[src/rtl/status_pager.sv]
// rtl/status_pager.sv - multiplexes packed status pages onto the seven-segment bus with timed overlays
// Optional build macro STATUS_PAGER_BLINK_EN blanks the overlay page on alternate counter phases.
module status_pager #(
    parameter int          DIGITS    = 8,
    parameter int          PAGES     = 4,
    parameter int          DIV       = 29,
    parameter logic [5:0]  BLANK     = 6'h1D,
    parameter int          BLINK_BIT = 24
) (
    input  logic                         clk,
    input  logic                         mb_reset,
    input  logic [PAGES*DIGITS*6-1:0]    page_data,
    input  logic [$clog2(PAGES)-1:0]     base_page,
    input  logic [PAGES-1:0]             page_trigger,
    input  logic                         dismiss,
    output logic [DIGITS*6-1:0]          display,
    output logic [$clog2(PAGES)-1:0]     active_page,
    output logic                         overlay_active
);
    localparam int PW = $clog2(PAGES);
    localparam int DW = DIGITS * 6;

    if (PAGES < 2) begin : g_bad_pages
        $error("status_pager: PAGES must be at least 2");
    end
    if (BLINK_BIT >= DIV) begin : g_bad_blink
        $error("status_pager: BLINK_BIT must be below DIV");
    end

    logic [DIV-1:0] cnt_q, cnt_d;
    logic [PW-1:0]  ovl_page_q, ovl_page_d;
    logic [PW-1:0]  active_page_q, active_page_d;
    logic [DW-1:0]  display_q, display_d;
    logic           overlay_active_q, overlay_active_d;

    logic [PW-1:0]  winner;
    logic           trig_any;
    logic [PW-1:0]  base_sel;

    always_comb begin
        winner = '0;
        for (int p = PAGES - 1; p >= 0; p--) begin
            if (page_trigger[p]) winner = PW'(p);
        end
        trig_any = |page_trigger;

        // Trigger outranks dismiss; decrement only from a non-zero count so it never wraps.
        if (trig_any)
            cnt_d = '1;
        else if (dismiss)
            cnt_d = '0;
        else if (cnt_q != '0)
            cnt_d = cnt_q - DIV'(1);
        else
            cnt_d = cnt_q;

        ovl_page_d = trig_any ? winner : ovl_page_q;
        base_sel   = ({1'b0, base_page} >= (PW+1)'(PAGES)) ? '0 : base_page;

        overlay_active_d = |cnt_d;
        active_page_d    = overlay_active_d ? ovl_page_d : base_sel;

        display_d = {DIGITS{BLANK}};
        for (int p = 0; p < PAGES; p++) begin
            if (active_page_d == PW'(p)) display_d = page_data[p*DW +: DW];
        end
`ifdef STATUS_PAGER_BLINK_EN
        if (overlay_active_d && !cnt_d[BLINK_BIT]) display_d = {DIGITS{BLANK}};
`endif
    end

    always_ff @(posedge clk) begin
        if (mb_reset) begin
            cnt_q            <= '0;
            ovl_page_q       <= '0;
            active_page_q    <= '0;
            display_q        <= {DIGITS{BLANK}};
            overlay_active_q <= 1'b0;
        end else begin
            cnt_q            <= cnt_d;
            ovl_page_q       <= ovl_page_d;
            active_page_q    <= active_page_d;
            display_q        <= display_d;
            overlay_active_q <= overlay_active_d;
        end
    end

    assign display        = display_q;
    assign active_page    = active_page_q;
    assign overlay_active = overlay_active_q;
endmodule
[config.mk]
export PLATFORM = sky130hd
export DESIGN_NAME = status_pager
export DESIGN_NICKNAME = d
export VERILOG_FILES = /design/src/rtl/status_pager.sv
export SDC_FILE = /design/constraint.sdc
export NUM_CORES = 1
export LEC_CHECK = 0
export CAP_MARGIN = 25
export CORE_MARGIN = 8
export CORE_UTILIZATION = 40
export CTS_CLUSTER_DIAMETER = 30
export CTS_CLUSTER_SIZE = 24
export DETAILED_ROUTE_END_ITERATION = 8
export GPL_ROUTABILITY_DRIVEN = 0
export GPL_TIMING_DRIVEN = 0
export PLACE_DENSITY = 0.81
export SYNTH_ARGS = -nofsm -noshare
export SYNTH_HDL_FRONTEND = slang
export SYNTH_SLANG_ARGS = --single-unit
[constraint.sdc]
create_clock -name clk -period 4.4 [get_ports clk]
set_input_delay 0.44 -clock clk [delete_from_list [all_inputs] [get_ports clk]]
set_output_delay 0.44 -clock clk [all_outputs]
set_load 0.02 [all_outputs]
==> impl_results.md <==
- Outcome: finished, final reports clean
- Number of global-route vias before repair: 5,176
- Worst Hold Path Cells: 2
- Root Buffer: clkbuf_16
- Post-CTS Hold Buffers: 0
- WP data arrival: 4.44 ns
- Sum Neg Setup Slack: 0 ns
- GRT met3 Usage: 9.93%
- First-pass GRT wire length: 28.7 mm
- Critical path's slowest cell: or4_4
- Number of buffers created by CTS: 9
- MaxCap Viol Count: 0
- WL final: 20.0 mm
- Met1 Usage GRT: 25.6%
- Ys async rst share: 0%
- H-tree depth: 3
- DR WL/cell: 22.3 microns
- Drt first pass iters: 5
- Worst r2r src: cnt_q[9]
- Post-CTS setup buffer count: 0
- EDFF count, synth: 0
- Clk sinks: 82
- R2R depth: 13
- Fmax: 237 MHz
- Slew @ Worst Pin: 1.00 ns
- Post-layout nets: 946
- Pin count of the biggest net entering global routing: 14
- Register area: 1640 sq um
- Mapped Cells: 486
- Worst min-delay path category: primary input to register
- # rows: 39
- Via/cell ratio: 5.62
- Mapped cell area: 4670 sq um
- Worst-path maximum fanout: 10
- Post-DP HPWL: 16.0 mm
- CP startpoint kind: register
- YS warnings: 0
- I/O pin count: 252
- Multi-input gate area: 2850 sq um
- Register area share after synthesis: 35.2%
- Synthesized Nets: 688
- Critical path endpoint category: register
- Hold path startpoint: mb_reset
- Total GRT Usage: 24.8%
- Routed Antenna Nets: 0
- Synthesis-stage register bit count: 82
- Core Region: 11,400 sq um
- Placed Area: 7350 sq um
- Largest stage delay, worst path: 0.60 ns
- Global route hottest layer: met2
- Fillers: 881
- Final setup viols: 0
- CTS Buffer Depth: 2
- Initial drt markers: 389
- Overflow after GRT: 0
- Design area: 7750 sq um
- Clock Skew: 0.00571 ns
- IO buf count: 249
- Unrepaired setup endpoints after global routing: false
- Die Y: 124 microns
- Setup ws final: 0.184 ns
- Via count: 5,026
- Critical path class: register to register
- Post-synthesis cell type count: 58
- Min cycle time layout: 4.22 ns
- # DRC: 0
- Area grow syn2layout: 66.0%
- Worst path cell trace: or4_4 > or4_4 > or3_4 > o311ai_1 > o311ai_2 > nor4_2 > nand3_1 > mux2i_1 > buf_4 > buf_8 > buf_8 > mux2i_1 > a22oi_2
- Max transition margin: 32.5%
- CTS tree: done
- Hold Vio Cnt, Final: 0
- Place WS: -0.131 ns
- Main synth FF type: dfxtp_1
- Clk slew on worst S/H paths: 0.06 ns
- Initial Util: 40.9%
- Max Slew Vio Count: 0
- DIE AREA: 15,400 sq um
- R2R Path End: display[39]
- Skew-Pair Late Insertion Delay: 0.34 ns
- WP data required: 4.62 ns
- Die width: 124 microns
- GRT met2 Usage: 44.0%
- Layout cells sized above 1: 12.4%
- Post-route clock period utilization: 95.8%
- PwrDens: 288 nW/um^2
- Worst vdd ir: 229 uV
- Syn Area/Cell: 9.61 sq um
- Hold slack: 0.464 ns
- Pleak: 3.27 nW
- Worst Hold Path EP: cnt_q[19]
- Worst reg2reg setup slack: 0.18 ns
- Initial antenna violation count: 5
registers in the layout (all words and copies together), names as in the netlist:
name,flops
display,48
cnt_q,29
active_page,2
overlay_active,1
ovl_page_q,2
repair_timing:
action | 4_1_cts | 5_1_grt
pin swaps | 0 | 3
endpoints found under the hold margin | 0 | 0
gates resized for setup | 7 | 16
setup endpoints to repair | 39 | 49
power by group:
| group | internal, mW | switching (mW) |
|---|---|---|
| sequential | 0.802 | 0.0371 |
| clock | 0.491 | 0.314 |
| combinational | 0.341 | 0.250 |
logic make-up after synthesis:
kind of cell / Yosys count / share of synthesized area [%]
DFF: 82 / 35.2
AOI/OAI and AO/OA: 117 / 19.9
xor gates and xnor gates: 14 / 2.63
and+or+nand+nor: 131 / 15.2
buffers and inverters: 42 / 5.63
muxes: 99 / 21.2
adders and majority gates: 1 / 0.268
placed cells by master (no fill, tap or decap), drive strengths merged, types with 3 or more instances in the layout:
cell           Yosys  final
o22ai             17     17
nor2              43     43
mux2i             99     99
nand4b             3      3
or2                7      7
o31ai              4      4
xnor2             10     10
nand2             13     13
a31oi              5      5
clkdlybuf4s50      0    249
nor4               9      9
xor2               4      4
or3               15     15
a21oi             25     25
dfxtp             82     82
nand3              7      7
a22oi             32     32
clkbuf            15     22
clkinv             1      4
o211ai             3      3
o21ai             12     12
a21o               5      5
inv                6      6
or4               15     15
buf               20     20
diode              0      4
nor3              11     11
o311ai             3      3
worst max path at each step:
stage / start / to / slack [ns] / cells past startpoint
after floorplan: cnt_q[0] / display[10] / 0.55 / 16
after global placement: page_trigger[0] / display[35] / -0.33 / 12
final: cnt_q[9] / display[39] / 0.18 / 13
after CTS: cnt_q[9] / display[15] / 0.002 / 14
after detailed placement: cnt_q[0] / display[37] / -0.13 / 15
after global routing: cnt_q[9] / display[36] / 0.03 / 13
worst max-delay path, delay by kind of cell (launching register included):
| kind | cells | cell delay (ns) |
|---|---|---|
| compound gates | 3 | 0.60 |
| flops | 1 | 0.40 |
| buf+inv | 3 | 0.53 |
| simple gates | 5 | 2.10 |
| mux | 2 | 0.46 |
Yosys cell counts, types with 2 or more instances:
cell      instances  area share (%)
nand3_1           7            0.75
buf_4            10             1.6
clkbuf_1         15             1.2
a21oi_1          25             2.7
o21ai_1           2            0.21
a31oi_1           5            0.67
a22oi_1           3            0.48
o41ai_1           2            0.38
nor2_1           43             3.5
nor3b_1           2            0.32
or2_2             5            0.67
o22ai_1          17             2.3
buf_12            2            0.86
o31ai_1           4            0.64
or4_4             2            0.48
buf_8             2            0.64
o211ai_1          3            0.48
buf_2             4            0.43
nor4_1            8             1.1
o311ai_1          2            0.38
or4_1            13             2.1
a21o_1            5            0.80
or3_1            14             1.9
nand2_1          13             1.0
inv_1             5            0.40
a22oi_2          29             7.8
nor2b_1           2            0.27
xor2_1            4            0.75
nand4b_1          3            0.56
mux2i_1          99              21
dfxtp_1          82              35
nor3_1           10             1.1
xnor2_1          10             1.9
o21ai_0          10             1.1
routing by layer:
layer,vias to the layer above,part of all wire (%)
met2,271,52
met5,-,0.055
met3,48,9.6
li1,2349,-
met1,2356,35
met4,2,3.2
layout make-up:
type	count	area share (%)
clock buffers	9	2.91
multi-input cells	362	36.8
flip-flops and latches	82	21.2
repair buffers	249	32.2
well taps	143	2.31
plain buffers	33	3.08
inverters	7	0.339
clock inverters	6	1.07
diodes	4	0.129
through the flow:
stage / instances / total power [mW] / util [%]
final: 895 / 2.23 / 67.9
after detailed placement: 878 / 1.43 / 64.3
after global placement: 878 / 1.42 / 64.3
after global routing: 894 / 2.31 / 67.9
after CTS: 893 / 2.24 / 67.2
after floorplan: 486 / 1.11 / -
Note: power is estimated with default switching activity, not from simulation.
